===== config.mk =====
export PLATFORM = sky130hd
export DESIGN_NAME = logic_unit_pipe
export DESIGN_NICKNAME = d
export VERILOG_FILES = /design/src/rtl/logic_unit_pipe.sv
export SDC_FILE = /design/constraint.sdc
export NUM_CORES = 1
export LEC_CHECK = 0
export BUFFER_PORTS_ARGS = -buffer_cell sky130_fd_sc_hd__buf_2
export CORE_MARGIN = 2
export CORE_UTILIZATION = 40
export DETAILED_ROUTE_END_ITERATION = 8
export GPL_TIMING_DRIVEN = 0
export PLACE_DENSITY = 0.71
export SLEW_MARGIN = 20
export SYNTH_ARGS = -nofsm -noshare
export SYNTH_HDL_FRONTEND = slang
export SYNTH_SLANG_ARGS = --single-unit

===== constraint.sdc =====
create_clock -name clk -period 1.5 [get_ports clk]
set_clock_uncertainty 0.2 [all_clocks]
set_input_delay 0.15 -clock clk [delete_from_list [all_inputs] [get_ports clk]]
set_output_delay 0.15 -clock clk [all_outputs]
set_load 0.02 [all_outputs]

===== src/rtl/logic_unit_pipe.sv =====
// Two-stage valid/ready bitwise-logic unit for the A64 logical op set.
// Keeps an architectural NZCV register that commits only on flag-setting handoffs.
`timescale 1ns/1ps

module logic_unit_pipe #(
  parameter int unsigned WIDTH = 64
) (
  input  logic             clk,
  input  logic             reset,
  input  logic             in_valid,
  output logic             in_ready,
  input  logic [WIDTH-1:0] A,
  input  logic [WIDTH-1:0] B,
  input  logic [2:0]       select,
  input  logic             set_flags,
  output logic             out_valid,
  input  logic             out_ready,
  output logic [WIDTH-1:0] result,
  output logic             negative,
  output logic             zero,
  output logic [3:0]       nzcv
);

  if (WIDTH < 8 || WIDTH > 64 || (WIDTH % 4) != 0) begin : g_bad_width
    $error("logic_unit_pipe: WIDTH must be 8..64 and a multiple of 4");
  end

  typedef enum logic [2:0] {
    OP_AND    = 3'b000,
    OP_ORR    = 3'b001,
    OP_EOR    = 3'b010,
    OP_BIC    = 3'b011,
    OP_ORN    = 3'b100,
    OP_EON    = 3'b101,
    OP_PASS_A = 3'b110,
    OP_PASS_B = 3'b111
  } op_e;

  localparam int unsigned LEAVES = WIDTH / 4;
  localparam int unsigned LEVELS = ($clog2(LEAVES) + 1) / 2;

  op_e              op;
  logic [WIDTH-1:0] op_result;

  logic             s1_valid;
  logic [WIDTH-1:0] s1_result;
  logic             s1_setf;
  logic             s1_zero;

  logic             s2_valid;
  logic [WIDTH-1:0] s2_result;
  logic             s2_setf;
  logic             s2_neg;
  logic             s2_zero;

  logic [3:0]       nzcv_q;

  logic             s2_adv;
  logic             s1_adv;
  logic             accept;
  logic             handoff;

  logic [4*LEAVES-1:0] zlvl;
  logic [4*LEAVES-1:0] znxt;

  assign op = op_e'(select);

  always_comb begin
    op_result = '0;
    case (op)
      OP_AND:    op_result = A & B;
      OP_ORR:    op_result = A | B;
      OP_EOR:    op_result = A ^ B;
      OP_BIC:    op_result = A & ~B;
      OP_ORN:    op_result = A | ~B;
      OP_EON:    op_result = A ^ ~B;
      OP_PASS_A: op_result = A;
      OP_PASS_B: op_result = B;
      default:   op_result = '0;
    endcase
  end

  // Zero detect as a 4-ary OR tree: nibble leaves, then fold groups of four
  // into the low bits each level until only bit 0 is left.
  always_comb begin
    zlvl = '0;
    znxt = '0;
    for (int unsigned i = 0; i < LEAVES; i++) begin
      zlvl[i] = |s1_result[4*i +: 4];
    end
    for (int unsigned lv = 0; lv < LEVELS; lv++) begin
      znxt = '0;
      for (int unsigned i = 0; i < LEAVES; i++) begin
        for (int unsigned m = 0; m < 4; m++) begin
          znxt[i] = znxt[i] | zlvl[4*i + m];
        end
      end
      zlvl = znxt;
    end
    s1_zero = ~zlvl[0];
  end

  assign s2_adv   = !s2_valid || out_ready;
  assign s1_adv   = !s1_valid || s2_adv;
  assign in_ready = s1_adv;
  assign accept   = in_valid && in_ready;
  assign handoff  = s2_valid && out_ready;

  always_ff @(posedge clk or negedge reset) begin
    if (!reset) begin
      s1_valid  <= 1'b0;
      s1_result <= '0;
      s1_setf   <= 1'b0;
    end else begin
      if (accept) begin
        s1_valid  <= 1'b1;
        s1_result <= op_result;
        s1_setf   <= set_flags;
      end else if (s1_adv) begin
        s1_valid  <= 1'b0;
      end
    end
  end

  always_ff @(posedge clk or negedge reset) begin
    if (!reset) begin
      s2_valid  <= 1'b0;
      s2_result <= '0;
      s2_setf   <= 1'b0;
      s2_neg    <= 1'b0;
      s2_zero   <= 1'b0;
    end else begin
      if (s1_valid && s2_adv) begin
        s2_valid  <= 1'b1;
        s2_result <= s1_result;
        s2_setf   <= s1_setf;
        s2_neg    <= s1_result[WIDTH-1];
        s2_zero   <= s1_zero;
      end else if (s2_adv) begin
        s2_valid  <= 1'b0;
      end
    end
  end

  // Logical ops always clear C and V.
  always_ff @(posedge clk or negedge reset) begin
    if (!reset) begin
      nzcv_q <= '0;
    end else if (handoff && s2_setf) begin
      nzcv_q <= {s2_neg, s2_zero, 2'b00};
    end
  end

  assign out_valid = s2_valid;
  assign result    = s2_result;
  assign negative  = s2_neg;
  assign zero      = s2_zero;
  assign nzcv      = nzcv_q;

endmodule


# After elaboration in Yosys (flattened, before gate mapping)
# Cells that the tools add are included.
dict set report totals {
  ff_bits 136
  inputBits 136
  output_inout_bits 72
  elab_cells 71
}
dict set report classes {
  eq_ne 7
  n_mux 5
  bitwise 23
  n_reduce_logical 27
}
# cell count
set ops {}
lappend ops {{64-bit case mux with 8 select lines} 1}
lappend ops {{64-bit AND} 2}
lappend ops {{64-bit bitwise OR} 2}
lappend ops {{64-bit bitwise XOR} 2}
lappend ops {{64-bit NOT} 1}
lappend ops {{4-bit OR reduction} 16}
lappend ops {{1-bit bitwise OR} 15}
lappend ops {{3-bit == test (second input constant)} 4}
lappend ops {{3-bit by 2-bit == test with 1-bit output (second input constant)} 2}
lappend ops {{1-bit logical AND} 4}
lappend ops {{1-bit 2-to-1 mux} 4}
lappend ops {{2-bit nonzero test} 2}
lappend ops {{3-bit by 1-bit == test with 1-bit output (second input constant)} 1}
lappend ops {{3-bit logical NOT} 1}
lappend ops {{1-bit logical NOT} 2}
lappend ops {{1-bit logical OR} 2}
lappend ops {{1-bit NOT} 1}

# Longest topological paths before layout
# Gate-level depths: netlist of the first run.
dict set report logic_depth {
  word_depth 8
  mapped_depth 7
}

# Worst setup path after synthesis of the first run
# Ideal clock, no wire load.
dict set report synth_path {
  path_type {reg-to-reg}
  start {register s2_valid, in the netlist out_valid}
  end {register s1_result[10]}
  setup_ps 121
  t_arrival_ps 1495
  required_time_ps 1179
  path_slack_ps -316
  path_stages_with_launch 6
  synth_period_minus_slack_ps 1816
  path_cell_list {dfrtp_1 -> nand3b_1 -> and2_4 -> buf_6 -> clkbuf_1 -> o22a_1}
}
dict set report synth_between {
  elab_chain_len 4
}
# item line
set synth_lines {}
lappend synth_lines {{from (decl)} 50} ;# logic s2_valid;
lappend synth_lines {{from (signal assigned)} 127} ;# s2_valid <= 1'b0;
lappend synth_lines {{from (signal assigned)} 134} ;# s2_valid <= 1'b1;
lappend synth_lines {{from (signal assigned)} 140} ;# s2_valid <= 1'b0;
lappend synth_lines {{1-bit logical NOT} 103} ;# assign s2_adv = !s2_valid || out_ready;
lappend synth_lines {{1-bit logical OR} 103}
lappend synth_lines {{1-bit logical OR} 104} ;# assign s1_adv = !s1_valid || s2_adv;
lappend synth_lines {{named net in_ready} 11} ;# output logic in_ready,
lappend synth_lines {{1-bit logical AND} 106} ;# assign accept = in_valid && in_ready;
lappend synth_lines {{to (signal assigned)} 117} ;# s1_result <= op_result;
lappend synth_lines {{to (decl)} 46} ;# logic [WIDTH-1:0] s1_result;
# The timed path passes the listed nets, and every way through them passes these cells.
# A chain may end at the register's enable or synchronous reset.

# Worst setup path after layout of the first run
dict set report layout_path {
  start {register s2_valid, in the netlist out_valid}
  end {register s1_result[45]}
}
dict set report layout_between {
  elab_chain_len 4
}
# item line
set layout_lines {}
lappend layout_lines {{1-bit logical NOT} 103}
lappend layout_lines {{1-bit logical OR} 103}
lappend layout_lines {{1-bit logical OR} 104}
lappend layout_lines {{1-bit logical AND} 106}
# No other way between the ends.

==> run summary, run 1 <==
The final hold slack came out at -0.000940 ns. Global routing used 26.3% of the available tracks. Data arrives at the worst endpoint at 1.89 ns. Entering global routing, the biggest net connects 80 pins. Critical path buffer and inverter count: 3. The leading register cell type out of synthesis was dfrtp_1. Walking the worst path, the cells encountered are nand3b_1 -> and2_4 -> buf_12 -> buf_12 -> buf_8 -> o21ai_2 -> o22a_1. The net count of the finished layout is 1450.

The number of antenna violations at the first check in global routing was 1; the initial cell density of the core was 40.7%. In the routed layout, each cell is associated on average with a via count of 6.06. TritonCTS created 17 clock buffers. In this run the tool buffered the top-level ports with 204 buffer cells.

Summed over all failing endpoints, the final setup total negative slack is -26.19 ns. The average instance in the mapped netlist occupies 9.83 sq um. The tools report the setup slack on the worst flop-to-flop path as -0.28 ns. The post-detailed-routing wire length came out at 36300 um.

The launch point of the worst reg-to-reg path was out_valid$_DFFE_PN0P_. The tools report the worst setup path startpoint as out_valid$_DFFE_PN0P_. The post-route netlist has 47.0% of its cells at a drive strength greater than 1. The worst register-to-register path has a depth of 7.

In this run the count of I/O pins placed on the die edge is 208. In the routed design, unresolved DRC markers number 0. The flow ran to the end, but the final reports show violations. The via count of the first global-routing pass came out at 9580.

The number of DRC violations after detailed-routing iteration 0 was 841. Relative to the synthesized area, the layout overhead comes to 35.5%. The tools report the post-layout worst setup margin as -0.283 ns.

The capturing element type of the critical path was a flip-flop. The final hold violation count came out at 1. The run gives 58 as the site row count.

In this run the tightest slew margin relative to its limit is 40.6%. Setup repair after global routing could not meet its margin everywhere. Once layout is done, the placed cells without fillers occupy 13900 sq um. Along the worst path, the maximum fanout reaches 5.

For the finished layout, the period the worst path requires is 1.78 ns. The Yosys step of the flow raised 0 warnings. Of the synthesized area, sequential elements account for 32.9%. The run gives 6 as the first-pass iteration count of the detailed router. The timing-limited maximum frequency was 561 MHz. Critical path class: flip-flop to flip-flop. The cell family contributing the most delay on the critical path is flip-flops. The clock tree synthesis step divided the H-tree into 4 levels. The checks that failed: hold timing, setup timing.

The width of the chip was 164 um; the first-pass GRT wire length was 54600 um. Of the available clock period, the critical path in the final layout requires 119%. The worst-margin pin slew was 0.891 ns. For the remaining antenna violation count after routing, the log shows 0. Across the run, the number of max-cap violations was 0. The vertical extent of the die is 164 um, and the power density of the placed cells is 1050 nW/um^2.

The synthesized netlist contains 37 unique library cells. Total die area: 26900 sq um. CTS placed an instance of clkbuf_16 at the clock tree root. The tools report the peak supply drop as 0.576 mV.

In the synthesized netlist the async set-or-reset flop fraction comes to 100%. The cell repeated most along the worst path is buf_12. The min-delay analysis places its worst path in the category input port to flip-flop.

Synthesis produced 1043 cells. At the end of routability-driven placement, the weighted congestion stood at 0.829. The wire-length estimate of the detail-placed layout is 23400 um. By count the netlist is led by dfrtp_1, mux2_2, nor2_1. The leakage power total was 0.00584 uW; the number of max-slew violations in the final report was 0. Among all stages on the critical path, the largest delay is contributed by dfrtp_2. The detailed-route via count was 10100. TritonCTS built the clock tree. The maximum single-stage delay on the critical path was 0.42 ns. The core region is 25200 sq um. The top cell type's share of synthesized area came out at 32.9%. For the number of setup violations in the final report, the log shows 135.

Clock-pin slew was measured on the worst setup and hold paths at 0.07 ns. The cell area reported after detailed placement was 11900 sq um; the clock insertion delay at the later pin of the skew report was 0.43 ns. After synthesis, the cell types taking the most area are dfrtp_1, o221ai_2, mux2_2.

The total number of clock tree sinks was 135; the post-synthesis sequential element count was 135. The worst reg2reg path endpoint is s1_result[45]$_DFFE_PN0P_. Following the worst setup path forward leads to its endpoint at s1_result[45]$_DFFE_PN0P_. The average wire per cell in the routed design works out to 21.9 um.

Cell taking the most area after synthesis: dfrtp_1. The count of flip-flops with a built-in enable after synthesis works out to 0. The tools report the cell area after synthesis as 10300 sq um. The critical path crosses 7 cells after its start point. The element type at the critical path start is a flip-flop. The worst-case clock buffer depth was 2.

Most common cell in the synthesized netlist: dfrtp_1. The sum of overflow across all layers after global routing is 0, and the required time of the worst setup path is 1.61 ns.
## worst min-delay path by stage
stage	end	cells after the start	start	slack (ns)
2_1_floorplan	nzcv[2]$_DFFE_PN0P_	0	reset	-0.35
3_3_place_gp	s1_valid$_DFFE_PN0P_	2	in_valid	0.16
3_5_place_dp	result[57]$_DFFE_PN0P_	1	reset	-0.1
4_1_cts	s1_valid$_DFFE_PN0P_	5	out_ready	-0.02
5_1_grt	s1_result[25]$_DFFE_PN0P_	4	B[25]	0.02
6_report	s1_result[15]$_DFFE_PN0P_	4	B[15]	-0.0009
## flip-flops by register name (all words and copies together), names as in the netlist
signal and count:
s2_setf 1, s1_result 64, result 64, nzcv 2
s1_valid 1, out_valid 1, zero 1, s1_setf 1
## metrics by stage
| stage | instances | setup slack, ns | hold WS (ns) | utilization [%] | power [uW] |
|---|---|---|---|---|---|
| floorplan | 1044 | -0.191 | -0.346 | - | 7980 |
| finish | 1659 | -0.283 | -0.000940 | 55.2 | 14500 |
| global placement | 1578 | -2.26 | 0.159 | 47.1 | 9520 |
| detailed placement | 1579 | -0.591 | -0.0967 | 47.3 | 9640 |
| global route | 1657 | -0.367 | 0.0183 | 55.1 | 15200 |
| CTS | 1652 | -0.272 | -0.0201 | 53.9 | 14400 |
## layer usage
metal	vias to the layer above	wire, um	share of wire (%)	track usage, %
met2	444	17300	48	42.1
li1	4594	-	-	-
met4	2	671	1.9	8.13
met3	60	2630	7.3	5.05
met5	-	11	0.030	0
met1	4960	15700	43	35.8
## cells by family after synthesis
group / count (synthesis) / synth area share (%)
DFF: 135 / 32.9
and+or+nand+nor: 350 / 17.5
AOI/OAI and AO/OA: 386 / 34.2
muxes: 68 / 7.47
other: 1 / 0.0366
buffers and inverters: 103 / 7.82
## cells in the final DEF (no fill, tap or decap), drive strengths merged, types with 3 or more instances in the layout
master,synthesis,layout
nand2b,3,3
and3,63,63
o21ai,128,128
nor3,63,63
buf,79,315
mux2,68,68
nand4,3,3
dlygate4sd3,0,9
nor2b,64,64
clkbuf,22,51
nor4,16,16
nor2,68,68
o22a,63,63
dfrtp,135,135
a22oi,63,63
a211o,63,63
clkinv,0,6
o221ai,63,63
nand2,66,66
## power breakdown
group | switching, uW | internal, uW | leakage, uW
combinational | 2710 | 2560 | 0.00406
sequential | 684 | 4470 | 0.00151
clock | 1730 | 2400 | 0.000273
total | 5120 | 9430 | 0.00584
## worst register-to-register path, delay by kind of cell (launching register included)
family / cells / cell delay, ns
buffers and inverters: 3 / 0.40
AND/OR/NAND/NOR: 2 / 0.37
AO/OA/AOI/OAI: 2 / 0.26
flip-flops: 1 / 0.42
## cell type report
| class | instances | area, sq um |
|---|---|---|
| plain buffers | 101 | 1090 |
| well taps | 330 | 413 |
| multi-input cells | 806 | 6580 |
| fillers | 2159 | 11300 |
| diodes | 2 | 5.00 |
| clock inverters | 9 | 75.1 |
| clock buffers | 23 | 478 |
| inverters | 2 | 7.51 |
| flip-flops and latches | 135 | 3380 |
| repair buffers | 251 | 1860 |
## timing repair
action / 4_1_cts / 5_1_grt
setup endpoints to repair: 133 / 136
hold endpoints to repair: 144 / 0
gates resized for setup: 139 / 83
gates cloned: 17 / 5
buffers inserted: 17 / 5
pin swaps: 24 / 54
hold buffers: 9 / 0
(Power assumes the default switching activity.)
==> inputs of run 2 (changes only) <==
--- a/config.mk
+++ b/config.mk
@@ -7,10 +7,10 @@
 export LEC_CHECK = 0
 export BUFFER_PORTS_ARGS = -buffer_cell sky130_fd_sc_hd__buf_2
 export CORE_MARGIN = 2
-export CORE_UTILIZATION = 40
+export CORE_UTILIZATION = 48
 export DETAILED_ROUTE_END_ITERATION = 8
 export GPL_TIMING_DRIVEN = 0
-export PLACE_DENSITY = 0.71
+export PLACE_DENSITY = 0.81
 export SLEW_MARGIN = 20
 export SYNTH_ARGS = -nofsm -noshare
 export SYNTH_HDL_FRONTEND = slang
==> run 2 against run 1 <==
Net effect:
- the flow finishes with violations (setup timing)
- utilization grew 10 points
- largest power group unchanged
- clock power about the same
- sequential cell count unchanged
- setup slack improved by 0.0015 ns
- cell area decreased by 1.2%
- register-to-register slack about the same
==> run summary, run 2 (synthesized netlist as in run 1, its figures left out) <==
The run finished, with violations left. The checks that failed: setup timing. The die covers 22600 sq um. The worst-case IR drop observed on VDD is 0.857 mV. Summed over all cells, the static leakage comes to 0.00580 uW. The tools report the first-pass GRT wire length as 52800 um.

The largest single stage delay on the critical path is 0.44 ns. Along the worst path, the maximum fanout reaches 3. The run gives 10200 as the detailed-route via count.

The via count of the first global-routing pass is 9485. The run gives 1609 as the final cell count without fillers. The width of the chip came out at 150 um.

The clock insertion delay at the later pin of the skew report is 0.43 ns, and the post-detailed-routing wire length is 34600 um. Remaining antenna violation count after routing: 0. After clock tree synthesis, the clock-pin slew on the worst setup and hold paths is 0.06 ns. The depth of the most critical reg-to-reg path is 4, and the vertical extent of the die is 150 um. The core region is 21000 sq um.

Setup repair after global routing could not meet its margin everywhere. The power density of the placed cells works out to 1060 nW/um^2. The cell with the largest stage delay on the worst path was dfrtp_2.

The ratio of cells with drive above 1 in the final layout was 47.0%. Final hold violation count: 0. STA puts the critical path data arrival time at 1.95 ns. Once the floorplan was initialized, standard cells occupied 48.8% of the core. The signal on the critical path passes through nor4_4 -> nand4_1 -> nor4_2 -> a32o_1. At the end of routability-driven placement, the weighted congestion stood at 0.844.

The critical path class is flip-flop to flip-flop. At the pin with the least slew margin, the transition time is 0.838 ns. The tools report the capturing element type of the critical path as a flip-flop. The number of max-cap violations was 0; the total number of clock tree sinks was 135. The number of placed instances, taps included came out at 1524.

The cell family contributing the most delay on the critical path is simple AND/OR/NAND/NOR gates. The layout has 1631 filler cells. The root buffer cell chosen for the clock tree is clkbuf_16.

The pre-antenna-repair detailed-routing pass consisted of 6 iterations. For the top-level port count, the log shows 208. The worst reg2reg path endpoint is zero$_DFFE_PN0P_. Summed over all layers, the global routing overflow is 0.

The half-perimeter wire length after placement was 22500 um; the number of DRC violations after detailed-routing iteration 0 was 853. Along the worst hold path, the cell count comes to 4. The minimum clock period is 1.78 ns, and the number of vias per cell is 6.31.

The number of DRC violations after detailed routing was 0. Static timing analysis puts the maximum clock frequency at 561 MHz. For the setup slack on the worst flop-to-flop path, the log shows -0.28 ns. Headroom to the max-slew limit: 44.1%. Hold is met by 0.00807 ns.

Counting the buffers created by CTS gives 17. TritonCTS built the clock tree. Counting both buffers and inverters, the worst setup path holds a total of 0.

The average wire per cell in the routed design is 21.5 um. Entering global routing, the biggest net connects 73 pins. The worst register-to-register path begins at s1_result[15]$_DFFE_PN0P_. The worst setup path is launched from a flip-flop. The number of antenna violations at the first check in global routing came out at 2.

Row generation in the floorplan step produced 53 rows. The tools report the overall power after layout as 14500 uW. The path with the worst hold slack has its endpoint at s1_result[25]$_DFFE_PN0P_. The post-layout worst setup margin came out at -0.281 ns. The growth of design area from synthesis to finish is 33.8%. In the layout the commonest cells are buf_2, dfrtp_1, nor2_1, nand2_1. For the number of setup violations in the final report, the log shows 133. Most common library cell in the layout ignoring fill and taps: buf_2. The H-tree generated during clock tree synthesis spans 4 levels. The worst hold path startpoint was B[25]. In the finished design, the share of the clock period the worst path needs comes to 119%. For this run, the total global-route usage over all layers was measured as 30.1%.

Class of the tightest hold or removal check: input port to flip-flop. The run gives 2 as the worst-case clock buffer depth. Required time of the worst setup path: 1.67 ns. The number of max-slew violations in the final report was 0; the number of nets in the final layout was 1453. Port buffering added 204 buffers. At the end of the flow the core is filled with cells to 65.3%.
==> run 2: cell types whose count changed in the layout (fill, tap and decap cells not counted), sizes merged <==
| cell | previous run | this run |
|---|---|---|
| clkinv | 6 | 2 |
| clkbuf | 51 | 50 |
| dlygate4sd3 | 9 | 7 |
| clkinvlp | 2 | 4 |
| diode | 2 | 5 |
| buf | 315 | 322 |
==> run 2: metal layers <==
layer,track usage [%],part of all wire (%)
met5,0,0
met3,5.64,7.8
met2,47.2,48
met1,41.5,42
met4,11.1,2.2
==> run 2: power breakdown <==
| group | switching [uW] | leakage [uW] | total (uW) | internal, uW |
|---|---|---|---|---|
| sequential | 686 | 0.00150 | 5160 | 4480 |
| combinational | 2670 | 0.00403 | 5190 | 2520 |
| clock | 1680 | 0.000264 | 4120 | 2440 |
==> run 2: final cells by class <==
type / count / area, sq um / area share, %
diodes: 5 / 12.5 / 0.0912
plain buffers: 98 / 1030 / 7.50
clock buffers: 24 / 492 / 3.58
clock inverters: 7 / 70.1 / 0.511
inverters: 2 / 7.51 / 0.0547
multi-input cells: 806 / 6540 / 47.7
flip-flops and latches: 135 / 3380 / 24.6
well taps: 275 / 344 / 2.51
repair buffers: 257 / 1850 / 13.4
==> run 2: how the worst max path moves through the flow <==
stage / start / end / slack, ns / cells past startpoint
3_3_place_gp: reset / out_valid$_DFFE_PN0P_ / -2.13 / 1
2_1_floorplan: out_valid$_DFFE_PN0P_ / s1_result[53]$_DFFE_PN0P_ / -0.19 / 6
5_1_grt: s1_result[15]$_DFFE_PN0P_ / zero$_DFFE_PN0P_ / -0.33 / 4
3_5_place_dp: s1_result[28]$_DFFE_PN0P_ / zero$_DFFE_PN0P_ / -0.59 / 4
4_1_cts: s1_result[10]$_DFFE_PN0P_ / zero$_DFFE_PN0P_ / -0.26 / 4
6_report: s1_result[15]$_DFFE_PN0P_ / zero$_DFFE_PN0P_ / -0.28 / 4
==> run 2: through the flow <==
stage / cell area (sq um) / worst slack (ns) / setup TNS [ns]
after CTS: 13500 / -0.263 / -15.80
after floorplan: 10400 / -0.191 / -12.64
after detailed placement: 11800 / -0.587 / -19.68
after global routing: 13700 / -0.333 / -26.67
after global placement: 11800 / -2.13 / -271.79
final: 13700 / -0.281 / -22.64
==> run 2: worst min-delay path, cell delays in order <==
cell,delay [ns]
buf_2,0.13
nand2_1,0.07
o221ai_2,0.09
o22a_1,0.15
==> run 2: repair_timing <==
item                                    CTS  global route
hold buffers                              6             1
setup buffers                            24             9
hold endpoints to repair                140             3
gates resized for setup                 139            73
endpoints found under the setup margin  125           121
gates cloned                             16             2
pin swaps                                38            47
